[config.mk]
export PLATFORM = sky130hd
export DESIGN_NAME = instr_fetch
export DESIGN_NICKNAME = d
export VERILOG_FILES = /design/src/rtl/instr_fetch_pkg.sv /design/src/rtl/instr_fetch_next_pc.sv /design/src/rtl/instr_fetch.sv
export SDC_FILE = /design/constraint.sdc
export NUM_CORES = 1
export LEC_CHECK = 0
export BUFFER_PORTS_ARGS = -buffer_cell sky130_fd_sc_hd__buf_2
export CAP_MARGIN = 20
export CORE_MARGIN = 2
export CORE_UTILIZATION = 52
export CTS_BUF_LIST = sky130_fd_sc_hd__clkbuf_8
export CTS_CLUSTER_DIAMETER = 40
export DETAILED_ROUTE_END_ITERATION = 10
export PLACE_DENSITY = 0.83
export REMOVE_ABC_BUFFERS = 1
export SLEW_MARGIN = 20
export SYNTH_ARGS = -nofsm -noshare
export SYNTH_HDL_FRONTEND = slang
export SYNTH_SLANG_ARGS = --single-unit
[constraint.sdc]
create_clock -name clk -period 4.9 [get_ports clk]
set_clock_uncertainty 0.15 [all_clocks]
set_input_delay 0.245 -clock clk [delete_from_list [all_inputs] [get_ports clk]]
set_output_delay 0.245 -clock clk [all_outputs]
set_load 0.005 [all_outputs]
[src/rtl/instr_fetch_pkg.sv]
// Shared definitions for the instruction fetch unit: the fetch state encoding,
// the instruction fields fetch needs to recognise, and PC step constants.
package instr_fetch_pkg;

    typedef enum logic [1:0] {
        ST_BOOT = 2'd0,
        ST_RUN  = 2'd1,
        ST_HALT = 2'd2
    } fetch_state_t;

    localparam logic [5:0]  OPC_RTYPE     = 6'b000000;
    localparam logic [5:0]  FUNCT_SYSCALL = 6'b001100;
    localparam logic [31:0] NOP_INSTR     = 32'h0000_0000;
    localparam logic [31:0] PC_INCR       = 32'd4;
    localparam logic [31:0] WORD_MASK     = 32'hFFFF_FFFC;

    // True when the opcode/funct pair encodes a syscall.
    function automatic logic is_syscall(input logic [5:0] opc, input logic [5:0] funct);
        return (opc == OPC_RTYPE) && (funct == FUNCT_SYSCALL);
    endfunction

endpackage

[src/rtl/instr_fetch_next_pc.sv]
// Next-PC selection: jump target, taken branch target, or sequential pc+4.
// Only the low 26 instruction bits are consumed, so only those are passed in.
module next_pc
    import instr_fetch_pkg::*;
(
    input  logic [31:0] pc_plus4,
    input  logic [25:0] instr,
    input  logic        branch,
    input  logic        zero,
    input  logic        jump,
    output logic [31:0] npc
);

    logic [31:0] branch_off_s;
    logic [31:0] raw_s;

    // Select the target; jump wins over branch, result forced word-aligned.
    always_comb begin
        branch_off_s = {{14{instr[15]}}, instr[15:0], 2'b00};
        raw_s        = pc_plus4;
        if (jump) begin
            raw_s = {pc_plus4[31:28], instr[25:0], 2'b00};
        end else if (branch && zero) begin
            raw_s = pc_plus4 + branch_off_s;
        end else begin
            raw_s = pc_plus4;
        end
        npc = raw_s & WORD_MASK;
    end

endmodule

[src/rtl/instr_fetch.sv]
// Instruction fetch unit: BOOT/RUN/HALT sequencing, PC register, commit
// qualification and committed-instruction counter. Instruction memory is
// read combinationally at the current PC.
module instr_fetch
    import instr_fetch_pkg::*;
#(
    parameter logic [31:0] RESET_PC        = 32'h0000_0000,
    parameter logic        HALT_ON_SYSCALL = 1'b1
) (
    input  logic        clk,
    input  logic        rst,
    input  logic        stall,
    input  logic        branch,
    input  logic        zero,
    input  logic        jump,
    input  logic [31:0] imem_rdata,
    output logic [31:0] imem_addr,
    output logic [31:0] instr,
    output logic [5:0]  opcode,
    output logic [31:0] pc,
    output logic [31:0] pc_plus4,
    output logic        instr_valid,
    output logic        halted,
    output logic [31:0] instr_count
);

    localparam logic [31:0] RESET_PC_ALIGNED = RESET_PC & WORD_MASK;

    fetch_state_t state_r;
    logic [31:0]  pc_r;
    logic [31:0]  count_r;
    logic         halted_r;
    logic [31:0]  npc_s;
    logic         halt_now_s;

    assign pc          = pc_r;
    assign imem_addr   = pc_r;
    assign pc_plus4    = pc_r + PC_INCR;
    assign opcode      = instr[31:26];
    assign halted      = halted_r;
    assign instr_count = count_r;

    // Present the fetched word only while running; otherwise issue a NOP.
    always_comb begin
        if (state_r == ST_RUN) begin
            instr       = imem_rdata;
            instr_valid = ~stall;
        end else begin
            instr       = NOP_INSTR;
            instr_valid = 1'b0;
        end
    end

    // A committing syscall stops fetch when halting is enabled.
    always_comb begin
        if (HALT_ON_SYSCALL && instr_valid) begin
            halt_now_s = is_syscall(instr[31:26], instr[5:0]);
        end else begin
            halt_now_s = 1'b0;
        end
    end

    next_pc u_next_pc (
        .pc_plus4 (pc_plus4),
        .instr    (instr[25:0]),
        .branch   (branch),
        .zero     (zero),
        .jump     (jump),
        .npc      (npc_s)
    );

    // Fetch state machine with PC, counter and halt flag.
    always_ff @(posedge clk or posedge rst) begin
        if (rst) begin
            state_r  <= ST_BOOT;
            pc_r     <= RESET_PC_ALIGNED;
            count_r  <= 32'd0;
            halted_r <= 1'b0;
        end else begin
            case (state_r)
                ST_BOOT: begin
                    state_r  <= ST_RUN;
                    halted_r <= 1'b0;
                end
                ST_RUN: begin
                    if (!stall) begin
                        count_r <= count_r + 32'd1;
                        if (halt_now_s) begin
                            state_r  <= ST_HALT;
                            halted_r <= 1'b1;
                        end else begin
                            pc_r <= npc_s;
                        end
                    end
                end
                ST_HALT: begin
                    state_r  <= ST_HALT;
                    halted_r <= 1'b1;
                end
                default: begin
                    state_r  <= ST_BOOT;
                    pc_r     <= RESET_PC_ALIGNED;
                    halted_r <= 1'b0;
                end
            endcase
        end
    end

endmodule

; Word-level counts from Yosys, hierarchy flattened
; Cells that the tools add are included.
[word_totals]
inputBits = 38
output_inout_bits = 168
wordCells = 37
ff_bits = 67
[classes]
muxes = 14
add_sub_neg = 3
n_bitwise = 2
n_reduce_logical = 8
eq_ne = 6
[ops]
columns = cell, count
row1 = 32-bit 2-to-1 mux, 5
row2 = 32-bit case mux with 2 select lines, 1
row3 = 32-bit by 1-bit adder with 32-bit output (second input constant), 1
row4 = 32-bit by 3-bit adder with 32-bit output (second input constant), 1
row5 = 32-bit adder, 1
row6 = 6-bit by 4-bit equality test with 1-bit output (second input constant), 1
row7 = 6-bit zero test, 1
row8 = 2-bit != test (second input constant), 3
row9 = 2-bit case mux with 3 select lines, 1
row10 = 1-bit 2-to-1 mux, 4
row11 = 2-bit 2-to-1 mux, 2
row12 = 2-bit AND reduction, 2
row13 = 3-bit AND reduction, 1
row14 = 2-bit by 1-bit equality test with 1-bit output (second input constant), 1
row15 = 2-bit equality test (second input constant), 1
row16 = 1-bit logical AND, 2
row17 = 2-bit zero test, 1
row18 = 1-bit NOT, 2
row19 = 1-bit case mux with 2 select lines, 1
row20 = 2-bit OR reduction, 1

; Longest topological paths before layout
; Gate-level depths: netlist (run 1).
[depth]
word_depth = 8
depth_mapped = 19
mapped_depth_nobuf = 17

; By module
; A second synthesis (run 1) with hierarchy kept.
[hier_totals]
cells_unflattened = 768
hier_area_um2 = 6282.3
[by_module_without_submodules]
columns = module, seq_area_each_um2, area_each_um2, instances, cells_each
row1 = instr_fetch, 1651.6, 4103.9, 1, 432
row2 = next_pc, 0.0, 2178.3, 1, 336

; Worst setup path before layout (run 1)
; OpenSTA, ideal clock, no wires.
[synth_path]
path_kind = register to register
from = register pc_r[11], in the netlist imem_addr[11]
to = register pc_r[30], in the netlist imem_addr[30]
arrival_time_ns = 3.476
setup_ns = 0.128
path_stages_with_launch = 19
synth_period_minus_slack_ns = 3.754
path_buffers = 2
setup_slack_ns = 1.146
required_time_ns = 4.622
cell_sequence = dfrtp_1 -> and4_4 -> nand4_1 -> or3_1 -> buf_2 -> nor3_1 -> xor2_1 -> ha_1 -> clkbuf_1 -> a21oi_1 -> nor2b_1 -> o21ai_0 -> nand2b_1 -> a21oi_1 -> o21bai_1 -> a21o_1 -> a221oi_1 -> xor2_1 -> o22ai_1
[synth_via]
elab_chain_len = 7
[synth_lines]
columns = item, line_no
row1 = start: declaration, instr_fetch.sv:30  ; logic [31:0] pc_r;
row2 = start signal: assignment, instr_fetch.sv:92  ; pc_r <= npc_s;
row3 = 32-bit by 3-bit adder with 32-bit output, instr_fetch.sv:38  ; assign pc_plus4 = pc_r + PC_INCR;
row4 = named net pc_plus4[23], instr_fetch.sv:21  ; output logic [31:0] pc_plus4,
row5 = 32-bit adder, instr_fetch_next_pc.sv:24  ; raw_s = pc_plus4 + branch_off_s;
row6 = 32-bit 2-to-1 mux, instr_fetch_next_pc.sv:23  ; end else if (branch && zero) begin
row7 = 32-bit 2-to-1 mux, instr_fetch_next_pc.sv:21  ; if (jump) begin
row8 = 32-bit 2-to-1 mux, instr_fetch.sv:88  ; if (halt_now_s) begin
row9 = 32-bit 2-to-1 mux, instr_fetch.sv:86  ; if (!stall) begin
row10 = 32-bit case mux with 2 select lines, instr_fetch.sv:80  ; case (state_r)
; The timed path passes the listed nets, and every way through them passes these cells. The select of a mux whose other input is x is not followed.
; A chain may end at the register's enable or synchronous reset.

; Worst setup path in the final report (run 1)
[layout_path]
from = register pc_r[12], in the netlist imem_addr[12]
to = register pc_r[28], in the netlist imem_addr[28]
[layout_via]
elab_chain_len = 7
[layout_lines]
columns = item, line_no
row1 = 32-bit by 3-bit adder with 32-bit output (*), instr_fetch.sv:38
row2 = 32-bit adder, instr_fetch_next_pc.sv:24
row3 = 32-bit 2-to-1 mux, instr_fetch_next_pc.sv:23
row4 = 32-bit 2-to-1 mux (*), instr_fetch_next_pc.sv:21
row5 = 32-bit 2-to-1 mux (*), instr_fetch.sv:88
row6 = 32-bit 2-to-1 mux (*), instr_fetch.sv:86
row7 = 32-bit case mux with 2 select lines (*), instr_fetch.sv:80
; Mark *: on every way between the ends. The rest lies on a longest branch, timed or not. The select of a mux whose other input is x is not followed.

==> results.tsv, run 1 <==
stage	metric	value	unit
power	LEAKAGE	0.00361	uW
clock_network	clock slew at reported path FFs	0.08	ns
setup_path	Worst EP arrival	4.36	ns
grt	first-pass GRT wire length	27400	um
place	port buffer count	199	
place	GP Congestion	0.998	
logic_synthesis	top-area cell type share of the netlist area	27.8	%
timing	Hold WS	0.0363	ns
logic_synthesis	Post-synth ARST share	100	%
clock_network	clk buf depth	2	
drt	post-DR wirelength/cell	17.5	um
floorplan	row count	38	
run	Max-cap violations	0	
layout	area of the multi-input gates	0.00369	sq mm
logic_synthesis	Mapped Area	0.00577	sq mm
logic_synthesis	distinct cell type count after synthesis	62	
drt	Initial DRC Count	309	
timing	setup TNS	0	ns
grt	initial antenna violation count	0	
power	worst vdd ir	0.298	mV
grt	number of global-route vias before repair	5367	
layout	antenna cells	0	
timing	Worst-Margin Slew	1.07	ns
timing	normalized max-slew margin	28.7	%
setup_path	Critical Path RT	4.98	ns
place	placed cell count	989	
setup_path	CP Class	reg2reg	
drt	Vias/cell	5.87	
setup_path	cells along the critical path	and4_4 -> nand4_1 -> or3_1 -> nor3_1 -> xor2_1 -> ha_1 -> inv_1 -> nor2_1 -> nand2_1 -> nor3_1 -> nand4_1 -> o21ai_0 -> xnor2_1 -> o221ai_1	
status	outcome	finished, final reports clean	
place	Post-DP HPWL	13100	um
timing	RSZ-0062 raised after global routing	false	
logic_synthesis	number of flops mapped to enable cells by yosys	0	
logic_synthesis	Gate Count Post-Synth	712	
setup_path	slowest stage cell on the critical path	dfrtp_1	
grt	pin count of the biggest net entering global routing	65	
drt	number of remaining DRC errors	0	
timing	final setup vio count	0	
logic_synthesis	Synth top cells by count	nand2_1, dfrtp_1, nor2_1, xnor2_1, a21oi_1	
setup_path	reg2reg setup slack	0.62	ns
timing	fin crit period	4.28	ns
floorplan	Die X-Extent	109	um
clock_network	TritonCTS clock tree	built	
timing	Hold Fails Final Rpt	0	
layout	Sequential Area	0.00160	sq mm
layout	final cell count without fillers	1006	
setup_path	WP buf/inv	1	
logic_synthesis	most common cell in the netlist	nand2_1	
logic_synthesis	Synth Area per Inst	8.10	sq um
floorplan	full die area	0.0119	sq mm
setup_path	Top Family by Delay on Critical Path	simple AND/OR/NAND/NOR gates	
clock_network	CTS root buf	clkbuf_8	
place	placed inst area	0.00656	sq mm
layout	Post-Layout Inst Area	0.00679	sq mm
timing	setup ws final	0.618	ns
floorplan	core box area	0.0108	sq mm
setup_path	CP endpoint kind	flop	
drt	Routed Antenna Nets	0	
logic_synthesis	#FFs+latches synth	64	
worst_hold_path	Worst Hold Class	in2reg	
drt	vias after detailed routing	5906	
logic_synthesis	Ys Warns	0	
setup_path	CP max FO	7	
drt	final wirelength	17600	um
power	PwrDens	472	mW/mm^2
clock_network	total CTS buffers	9	
grt	GRT Util Overall	29.6	%
clock_network	clk_lat worst skew	0.36	ns
setup_path	Worst Setup Start Kind	flop	
floorplan	Die Ht	109	um
layout	final net count	937	
layout	share of layout cells above drive strength 1	26.8	%
clock_network	H-tree levels	3	
setup_path	Largest stage delay, worst path	0.52	ns
clock_network	post-CTS setup buffer count	0	
grt	GRT overflow	0	
timing	Max Freq	234	MHz
timing	final count of pins violating max slew	0	
floorplan	Ports	206	
layout	Syn-to-layout area delta	17.8	%
layout	FILL cells	971	
logic_synthesis	dominant synthesized flop cell	dfrtp_1	
drt	DRT Pass-1 Iters	6	
logic_synthesis	Yosys top cell by area	dfrtp_1	
timing	Final period util	87.4	%
floorplan	Starting Density	53.2	%
logic_synthesis	synth top area cells	dfrtp_1, xnor2_1, ha_1	
clock_network	CTS sink cnt	64	
logic_synthesis	register area share after synthesis	27.8	%
place	Place WS	0.661	ns
## routing by layer
layer | wire (um) | track usage, % | share of wire (%) | vias to the layer above
met5 | 0 | 0 | 0 | -
met3 | 1640 | 5.75 | 9.4 | 39
met1 | 7490 | 39.5 | 43 | 2773
met4 | 470 | 9.76 | 2.7 | 0
met2 | 7950 | 48.1 | 45 | 329
li1 | - | - | - | 2765
## cell usage in the layout, fill, tap and decap left out, types with 4 or more instances in the layout
cell / count
or3_1: 4
a21o_1: 14
ha_1: 37
nand3_1: 33
buf_4: 4
a211oi_1: 15
xnor2_1: 53
xor2_1: 29
a21oi_1: 47
buf_2: 199
dfrtp_1: 64
and2_1: 34
o211ai_1: 8
inv_1: 14
and4_1: 4
o221ai_1: 4
and3_1: 11
a22oi_1: 5
nor2_1: 57
o31ai_1: 6
conb_1: 6
nand2b_1: 6
o21bai_1: 6
clkbuf_8: 9
nand2_1: 81
nand4_1: 14
o21ai_0: 41
nor3_1: 5
## power breakdown
group	total, uW	switching [uW]	internal, uW
Combinational	1780	1040	740
Sequential	890	238	652
Clock	532	240	292
Total	3210	1520	1680
## final cells by class
cell class,instances,share of cell area (%)
Clock inverter,7,1.51
Timing Repair Buffer,204,15.3
Tap cell,140,2.58
Clock buffer,9,1.82
Multi-Input combinational cell,566,54.4
Inverter,16,0.884
Sequential cell,64,23.6
## kinds of logic after synthesis
kind of cell | share of synthesized area [%]
fa+ha+maj | 8.38
compound gates | 18.8
flops | 27.8
other cells | 0.0650
buf+inv | 8.51
simple gates | 23.0
xor+xnor | 12.9
mux | 0.543
## worst min-delay path, cell delays in order
cell and delay, ns:
buf_2 0.09, a21oi_1 0.05, o21ai_0 0.13
## flip-flops by register name, summed over array words and instances (netlist names)
name         count
state_r          2
imem_addr       30
instr_count     32
## through the flow
stage / utilization (%) / power [uW]
after detailed placement: 60.5 / 2650
after CTS: 62.6 / 3190
after global routing: 62.6 / 3440
after floorplan: - / 1880
after global placement: 60.5 / 2620
final: 62.6 / 3210
## timing repair
item                                   4_1_cts  5_1_grt
endpoints found under the hold margin       10        0
hold buffers                                 1        0
gates resized for setup                      0        0
## final timing paths
kind                                  from              end  depth (start not counted)
hold reg to reg            instr_count[31]  instr_count[31]                          1
hold / removal               imem_rdata[9]    imem_addr[11]                          3
setup / recovery             imem_addr[12]    imem_addr[28]                         14
max in group asynchronous              rst    imem_addr[17]                          4
setup reg to reg             imem_addr[12]    imem_addr[28]                         14
min in group asynchronous              rst  instr_count[22]                          4
No activity file was read; power rests on OpenSTA's default activity.
==> run 2: changes to the inputs <==
--- a/config.mk
+++ b/config.mk
@@ -5,10 +5,11 @@
 export SDC_FILE = /design/constraint.sdc
 export NUM_CORES = 1
 export LEC_CHECK = 0
+export ABC_AREA = 1
 export BUFFER_PORTS_ARGS = -buffer_cell sky130_fd_sc_hd__buf_2
 export CAP_MARGIN = 20
 export CORE_MARGIN = 2
-export CORE_UTILIZATION = 52
+export CORE_UTILIZATION = 55
 export CTS_BUF_LIST = sky130_fd_sc_hd__clkbuf_8
 export CTS_CLUSTER_DIAMETER = 40
 export DETAILED_ROUTE_END_ITERATION = 10
@@ -18,3 +19,4 @@
 export SYNTH_ARGS = -nofsm -noshare
 export SYNTH_HDL_FRONTEND = slang
 export SYNTH_SLANG_ARGS = --single-unit
+export TNS_END_PERCENT = 5
==> constraint.sdc (replaced) <==
create_clock -name clk -period 4.4 [get_ports clk]
set_clock_uncertainty 0.15 [all_clocks]
set_input_delay 0.22 -clock clk [delete_from_list [all_inputs] [get_ports clk]]
set_output_delay 0.22 -clock clk [all_outputs]
set_load 0.005 [all_outputs]
==> run 2 against run 1 <==
  * Global-route usage increased by 3.6 points
  * Synthesized area increased by 28%
  * Critical path depth increased by 7
  * Critical path type unchanged
  * Highest routed layer unchanged
==> results.tsv, run 2 <==
stage	metric	value	unit	change
status	outcome	finished, final reports clean		
layout	antenna cells	0		unchanged
logic_synthesis	distinct cell type count after synthesis	47		-24%
setup_path	critical path endpoint	imem_addr[21]		
drt	post-DR wirelength/cell	15.1	um	-14%
clock_network	H-tree levels	3		unchanged
clock_network	clk_lat worst skew	0.36	ns	about the same
logic_synthesis	#FFs+latches synth	64		unchanged
setup_path	Worst Setup Start Kind	flop		
power	PwrDens	465	mW/mm^2	-1.6%
layout	Syn-to-layout area delta	14.8	%	
clock_network	CTS sink cnt	64		unchanged
logic_synthesis	Synth Area per Inst	5.90	sq um	-27%
drt	DRT Pass-1 Iters	6		unchanged
floorplan	row count	42		+11%
timing	Max Freq	257	MHz	+10%
floorplan	Starting Density	56.1	%	+2.9 points
timing	Hold WS	0.0505	ns	+0.0142 ns
layout	final net count	1493		+59%
drt	met3 routed WL	2400	um	+46%
clock_network	clock slew at reported path FFs	0.07	ns	about the same
power	Clk network pwr share	13.7	%	-2.9 points
layout	commonest non-fill, non-tap cells in the layout	nand2_1, inv_1, buf_2		
layout	max FFs per register	32		unchanged
power	sw power	2030	uW	+33%
grt	GRT overflow	0		unchanged
logic_synthesis	top-area cell type share of the netlist area	23.8	%	-4.0 points
drt	vias after detailed routing	8398		+42%
drt	Vias/cell	5.26		-10%
power	sequential power share	26.2	%	-1.6 points
grt	GRT Util Overall	33.2	%	+3.6 points
clock_network	CTS root buf	clkbuf_8		
logic_synthesis	register area share after synthesis	21.7	%	-6.1 points
timing	final setup vio count	0		unchanged
floorplan	Ports	206		unchanged
setup_path	Critical Path RT	4.50	ns	-0.48 ns
setup_path	reg2reg setup slack	0.51	ns	-0.11 ns
drt	final wirelength	24100	um	+37%
logic_synthesis	number of flops mapped to enable cells by yosys	0		unchanged
floorplan	Die X-Extent	120	um	+9.8%
logic_synthesis	dominant synthesized flop cell	dfrtp_1		
timing	Hold Fails Final Rpt	0		unchanged
place	port buffer count	199		unchanged
grt	number of global-route vias before repair	7555		+41%
layout	Post-Layout Inst Area	0.00849	sq mm	+25%
worst_hold_path	Worst Hold Class	in2reg		
setup_path	CP endpoint kind	flop		
layout	share of layout cells above drive strength 1	18.9	%	-7.9 points
place	GP Congestion	1.05		+5.0%
place	Post-DP HPWL	19600	um	+49%
power	worst vdd ir	0.328	mV	+10%
logic_synthesis	Yosys top cell by area	nand2_1		
power	switch share	51.4	%	+3.9 points
worst_hold_path	min-delay src	imem_rdata[4]		
timing	fin crit period	3.89	ns	-0.394 ns
logic_synthesis	Mapped Area	0.00740	sq mm	+28%
timing	Final period util	88.4	%	+0.97 points
layout	FILL cells	1256		+29%
clock_network	total CTS buffers	9		unchanged
clock_network	clk buf depth	2		unchanged
logic_synthesis	Synth top cells by count	nand2_1, inv_1, nor2_1, nand3_1, dfrtp_1		
drt	met2 routed WL	11200	um	+41%
power	combinational share of power	60.0	%	+4.4 points
power	internal cell power	1920	uW	+14%
run	Max-cap violations	0		unchanged
logic_synthesis	most common cell in the netlist	nand2_1		
setup_path	Worst EP arrival	3.99	ns	-0.37 ns
setup_path	Reg-to-Reg Start	imem_addr[2]		
timing	final count of pins violating max slew	0		unchanged
place	placed inst area	0.00828	sq mm	+26%
timing	RSZ-0062 raised after global routing	false		
power	LEAKAGE	0.00533	uW	+48%
drt	number of remaining DRC errors	0		unchanged
setup_path	CP max FO	7		unchanged
clock_network	TritonCTS clock tree	built		
setup_path	FF-to-FF End	imem_addr[21]		
setup_path	CP Launch Point	imem_addr[2]		
drt	Routed Antenna Nets	0		unchanged
timing	Worst-Margin Slew	1.01	ns	-0.0529 ns
timing	setup TNS	0	ns	unchanged
logic_synthesis	Gate Count Post-Synth	1253		+76%
drt	highest routed layer	met4		
logic_synthesis	synth top area cells	nand2_1, dfrtp_1, inv_1		
setup_path	CP Class	reg2reg		
logic_synthesis	Ys Warns	0		unchanged
layout	Sequential Area	0.00160	sq mm	unchanged
floorplan	full die area	0.0144	sq mm	+20%
layout	most common cell after layout, fill and taps aside	nand2_1		
drt	Initial DRC Count	644		+110%
logic_synthesis	Post-synth ARST share	100	%	unchanged
layout	area of the multi-input gates	0.00456	sq mm	+23%
drt	Met1 Wirelength	9650	um	+29%
grt	initial antenna violation count	0		unchanged
timing	normalized max-slew margin	32.3	%	+3.6 points
grt	first-pass GRT wire length	37800	um	+38%
grt	pin count of the biggest net entering global routing	42		-35%
setup_path	worst r2r path cells	21		+7
floorplan	core box area	0.0132	sq mm	+22%
floorplan	Die Ht	120	um	+9.8%
==> run 2: area by class of cell <==
type / instances / area share, %
multi-input combinational: 910 / 53.7
sequential: 64 / 18.9
timing repair buffer: 207 / 12.5
inverter: 225 / 9.96
tap: 176 / 2.59
clock buffer: 11 / 1.78
clock inverter: 5 / 0.648
==> run 2: worst min path at each step <==
stage                                 to  slack, ns  cells after the start
after CTS                   imem_addr[6]       0.03                      3
after detailed placement  instr_count[1]       0.20                      2
after global placement    instr_count[0]       0.20                      2
after global routing        imem_addr[6]       0.05                      3
final                       imem_addr[6]       0.05                      3
after floorplan             imem_addr[5]       0.23                      2
==> run 2: timing repair <==
action                     4_1_cts  5_1_grt
setup endpoints to repair        0        0
hold endpoints to repair        30        0
hold buffers                     1        0
buffers inserted                 0        0
resized for setup                0        0
==> run 2: power groups by stage <==
stage          Sequential [uW]  Combinational (uW)  Clock (uW)
6_report                  1040                2370         542
5_1_grt                   1060                2610         568
4_1_cts                   1020                2330         546
3_5_place_dp              1030                2320           0
3_3_place_gp              1030                2270           0
2_1_floorplan              991                1360           0
==> run 2: cells by family (layout without fill, tap and decap cells) <==
kind of cell | Yosys count | count (layout) | synth area share [%]
other cells | 1 | 6 | 0.0507
compound gates | 79 | 79 | 5.79
simple gates | 739 | 739 | 43.2
buf+inv | 284 | 448 | 17.0
fa+ha+maj | 38 | 38 | 6.53
flops | 64 | 64 | 21.7
mux | 1 | 1 | 0.135
xor+xnor | 47 | 47 | 5.67
==> run 2: routing by layer <==
metal / vias up / global-route usage, %
li1: 4143 / -
met2: 426 / 54.0
met5: - / 0
met3: 71 / 5.75
met4: 0 / 13.2
met1: 3758 / 43.7
==> run 2: through the flow <==
stage	total power, uW	std cells	setup WS, ns	util, %
after CTS	3900	1598	0.644	64.4
after global placement	3310	1581	0.669	62.7
after detailed placement	3350	1581	0.651	62.7
final	3940	1598	0.512	64.4
after floorplan	2350	1199	1.08	-
after global routing	4240	1598	0.249	64.4
==> run 2: worst max-delay path: stages, from the launching register on <==
cell     delay, ns
dfrtp_1       0.49
ha_1          0.29
nand3_2       0.16
inv_2         0.11
nand2_2       0.07
inv_2         0.09
nand2_1       0.08
nor2_1        0.12
xor2_1        0.35
inv_1         0.11
ha_1          0.39
nand2_1       0.14
nor2_1        0.24
inv_1         0.09
nor2_1        0.20
nand4_1       0.21
nand3_1       0.13
nand2_1       0.05
nand3_1       0.10
nand2_1       0.10
nand2_1       0.06
nand2_1       0.04
==> run 3: changes to the inputs <==
--- a/config.mk
+++ b/config.mk
@@ -13,10 +13,11 @@
 export CTS_BUF_LIST = sky130_fd_sc_hd__clkbuf_8
 export CTS_CLUSTER_DIAMETER = 40
 export DETAILED_ROUTE_END_ITERATION = 10
-export PLACE_DENSITY = 0.83
+export PLACE_DENSITY = 0.94
 export REMOVE_ABC_BUFFERS = 1
 export SLEW_MARGIN = 20
 export SYNTH_ARGS = -nofsm -noshare
 export SYNTH_HDL_FRONTEND = slang
+export SYNTH_HIERARCHICAL = 1
 export SYNTH_SLANG_ARGS = --single-unit
 export TNS_END_PERCENT = 5
==> run 3 against run 2 <==
  * Critical path depth decreased by 1
  * Non-clock buffer count increased by 10
  * Utilization increased by 0.61 points
  * Clock power increased by 20%
  * Synthesized area increased by 0.59%
  * Setup slack got worse by 0.12 ns
  * Cell count increased by 0.50%
  * Largest cell class unchanged
  * Combinational power decreased by 24%
  * Highest routed layer unchanged
  * First-iteration DRC count increased by 31%
  * Global-route usage increased by 0.76 points
  * Sequential share of layout area increased by 0.33 points
==> results.tsv, run 3 <==
stage	metric	value	unit	change
place	GP Congestion	1.02		-2.5%
setup_path	Worst EP arrival	4.10	ns	+0.11 ns
clock_network	total CTS buffers	9		unchanged
layout	share of layout cells above drive strength 1	18.9	%	-0.036 points
clock_network	clk buf depth	2		unchanged
floorplan	core box area	0.0132	sq mm	+0.40%
setup_path	slowest stage cell on the critical path	dfrtp_1		
clock_network	TritonCTS clock tree	built		
logic_synthesis	Ys Warns	6		+6
grt	pin count of the biggest net entering global routing	67		+60%
place	Place WS	0.555	ns	-0.0953 ns
worst_hold_path	Worst Hold Depth	4		+1
layout	final net count	1498		+0.33%
setup_path	cells along the critical path	ha_1 -> nand3_1 -> nor2_1 -> nand2_1 -> nor2_1 -> xor2_1 -> ha_1 -> nand2_2 -> inv_1 -> nand2_1 -> nand2_1 -> o21bai_1 -> nor2_1 -> xor2_1 -> nand2_1 -> nand2_1 -> nand2_1 -> nand2_1 -> nand3b_1 -> nand2_1		
drt	Routed Antenna Nets	0		unchanged
floorplan	Die X-Extent	120	um	+0.29%
layout	antenna cells	0		unchanged
setup_path	critical path endpoint	imem_addr[16]		
logic_synthesis	Post-synth ARST share	100	%	unchanged
grt	GRT overflow	0		unchanged
power	PwrDens	386	mW/mm^2	-17%
drt	Vias/cell	5.41		+2.9%
layout	Syn-to-layout area delta	15.7	%	
grt	GRT Util Overall	34.0	%	+0.76 points
setup_path	reg2reg setup slack	0.39	ns	-0.12 ns
setup_path	Largest stage delay, worst path	0.49	ns	about the same
timing	RSZ-0062 raised after global routing	false		
drt	Initial DRC Count	842		+31%
timing	final count of pins violating max slew	0		unchanged
clock_network	Post-CTS Resized	0		unchanged
floorplan	Ports	206		unchanged
drt	post-DR wirelength/cell	15.5	um	+2.9%
setup_path	CP Class	reg2reg		
floorplan	Starting Density	56.2	%	+0.11 points
drt	DRT Pass-1 Iters	6		unchanged
clock_network	clock slew at reported path FFs	0.08	ns	about the same
floorplan	full die area	0.0145	sq mm	+0.58%
floorplan	Die Ht	120	um	+0.29%
setup_path	Stages on worst setup path	20		-4.8%
layout	Post-Layout Inst Area	0.00861	sq mm	+1.4%
clock_network	clk_lat worst skew	0.36	ns	about the same
logic_synthesis	most common cell in the netlist	nand2_1		
layout	commonest non-fill, non-tap cells in the layout	nand2_1, buf_2, inv_1		
place	placed inst area	0.00832	sq mm	+0.50%
timing	normalized max-slew margin	41.5	%	+9.2 points
run	Max-cap violations	0		unchanged
logic_synthesis	synth top area cells	nand2_1, dfrtp_1, inv_1		
timing	setup TNS	0	ns	unchanged
setup_path	Crit path top cell by count	nand2_1		
clock_network	CTS root buf	clkbuf_8		
logic_synthesis	Gate Count Post-Synth	1264		+0.88%
grt	number of global-route vias before repair	7910		+4.7%
drt	number of remaining DRC errors	0		unchanged
setup_path	CP Launch Point	imem_addr[3]		
setup_path	worst r2r path cells	20		-4.8%
setup_path	CP max FO	6		-1
timing	Hold Fails Final Rpt	0		unchanged
layout	most common cell after layout, fill and taps aside	nand2_1		
place	port buffer count	205		+3.0%
clock_network	H-tree levels	3		unchanged
logic_synthesis	#FFs+latches synth	66		+3.1%
grt	initial antenna violation count	0		unchanged
timing	fin crit period	4.01	ns	+0.124 ns
power	LEAKAGE	0.00518	uW	-2.8%
timing	setup ws final	0.388	ns	-0.124 ns
timing	Worst-Margin Slew	0.877	ns	-0.137 ns
layout	FILL cells	1244		-0.96%
grt	first-pass GRT wire length	39200	um	+3.9%
timing	final setup vio count	0		unchanged
setup_path	Critical Path RT	4.49	ns	about the same
place	placed cell count	1588		+0.44%
drt	final wirelength	24900	um	+3.4%
logic_synthesis	Yosys top cell by area	nand2_1		
clock_network	CTS sink cnt	66		+3.1%
status	outcome	finished, final reports clean		
clock_network	post-CTS setup buffer count	0		unchanged
timing	Hold WS	0.0404	ns	-0.0101 ns
setup_path	Top Family by Delay on Critical Path	simple AND/OR/NAND/NOR gates		
logic_synthesis	dominant synthesized flop cell	dfrtp_1		
setup_path	CP endpoint kind	flop		
drt	vias after detailed routing	8688		+3.5%
logic_synthesis	top-area cell type share of the netlist area	24.9	%	+1.2 points
setup_path	Reg-to-Reg Start	imem_addr[3]		
setup_path	WP buf/inv	1		-3
worst_hold_path	Worst Hold Class	in2reg		
timing	Final period util	91.2	%	+2.8 points
floorplan	row count	42		unchanged
setup_path	Worst Setup Start Kind	flop		
logic_synthesis	register area share after synthesis	22.2	%	+0.55 points
timing	Max Freq	249	MHz	-3.1%
logic_synthesis	Synth top cells by count	nand2_1, inv_1, nor2_1, dfrtp_1, nand3_1		
layout	final cell count without fillers	1606		+0.50%
logic_synthesis	distinct cell type count after synthesis	39		-17%
logic_synthesis	number of flops mapped to enable cells by yosys	0		unchanged
logic_synthesis	Mapped Area	0.00744	sq mm	+0.59%
place	Post-DP HPWL	19500	um	-0.55%
setup_path	FF-to-FF End	imem_addr[16]		
power	worst vdd ir	0.431	mV	+31%
logic_synthesis	Synth Area per Inst	5.89	sq um	-0.28%
==> run 3: through the flow <==
stage | total power [uW] | utilization, %
2_1_floorplan | 1850 | -
3_3_place_gp | 2560 | 62.8
3_5_place_dp | 2600 | 62.8
4_1_cts | 3260 | 64.8
5_1_grt | 3530 | 65.0
6_report | 3320 | 65.0
==> run 3: tightest hold or removal path, stage by stage <==
cell     delay [ns]
buf_2          0.11
nor2_2         0.08
nand2_1        0.06
nand2_1        0.04
==> run 3: worst min-delay path by stage <==
stage	start	to	slack, ns
final	stall	instr_count[1]	0.04
after detailed placement	imem_addr[0]	imem_addr[0]	0.35
after global placement	instr_count[31]	instr_count[31]	0.33
after global routing	stall	instr_count[1]	0.05
after CTS	stall	instr_count[1]	0.02
after floorplan	stall	instr_count[1]	0.25
==> run 3: layout make-up <==
type                       count  area [sq um]  share of cell area [%]
multi-input combinational    958          4690                    54.5
inverter                     173           649                    7.54
clock buffer                  11           151                    1.76
tap                          176           220                    2.56
clock inverter                 5           101                    1.18
sequential                    66          1650                    19.2
timing repair buffer         217          1140                    13.2
==> run 3: timing repair <==
item                                   in CTS  in global routing
setup endpoints to repair                   0                  0
hold buffers                                1                  0
endpoints found under the hold margin      66                  0
==> run 3: per-layer routing <==
layer	up-vias	global-route usage [%]	wire (um)
met4	0	15.0	1050
li1	4179	-	-
met2	518	55.5	11300
met3	76	6.84	2460
met1	3915	43.5	10100
met5	-	0	0
==> run 3: cells by family (layout without fill, tap and decap cells) <==
| group | Yosys count | count (layout) | synth area share (%) |
|---|---|---|---|
| buffers and inverters | 241 | 406 | 14.8 |
| AO/OA/AOI/OAI | 75 | 75 | 5.53 |
| flip-flops | 66 | 66 | 22.2 |
| other | 1 | 2 | 0.0504 |
| adder cells (fa/ha/maj) | 35 | 35 | 5.99 |
| AND/OR/NAND/NOR | 797 | 797 | 45.7 |
| XOR/XNOR | 49 | 49 | 5.77 |
==> run 3: power by group <==
| part | internal (uW) | switching, uW |
|---|---|---|
| registers | 705 | 175 |
| clock network | 405 | 244 |
| logic | 654 | 1140 |
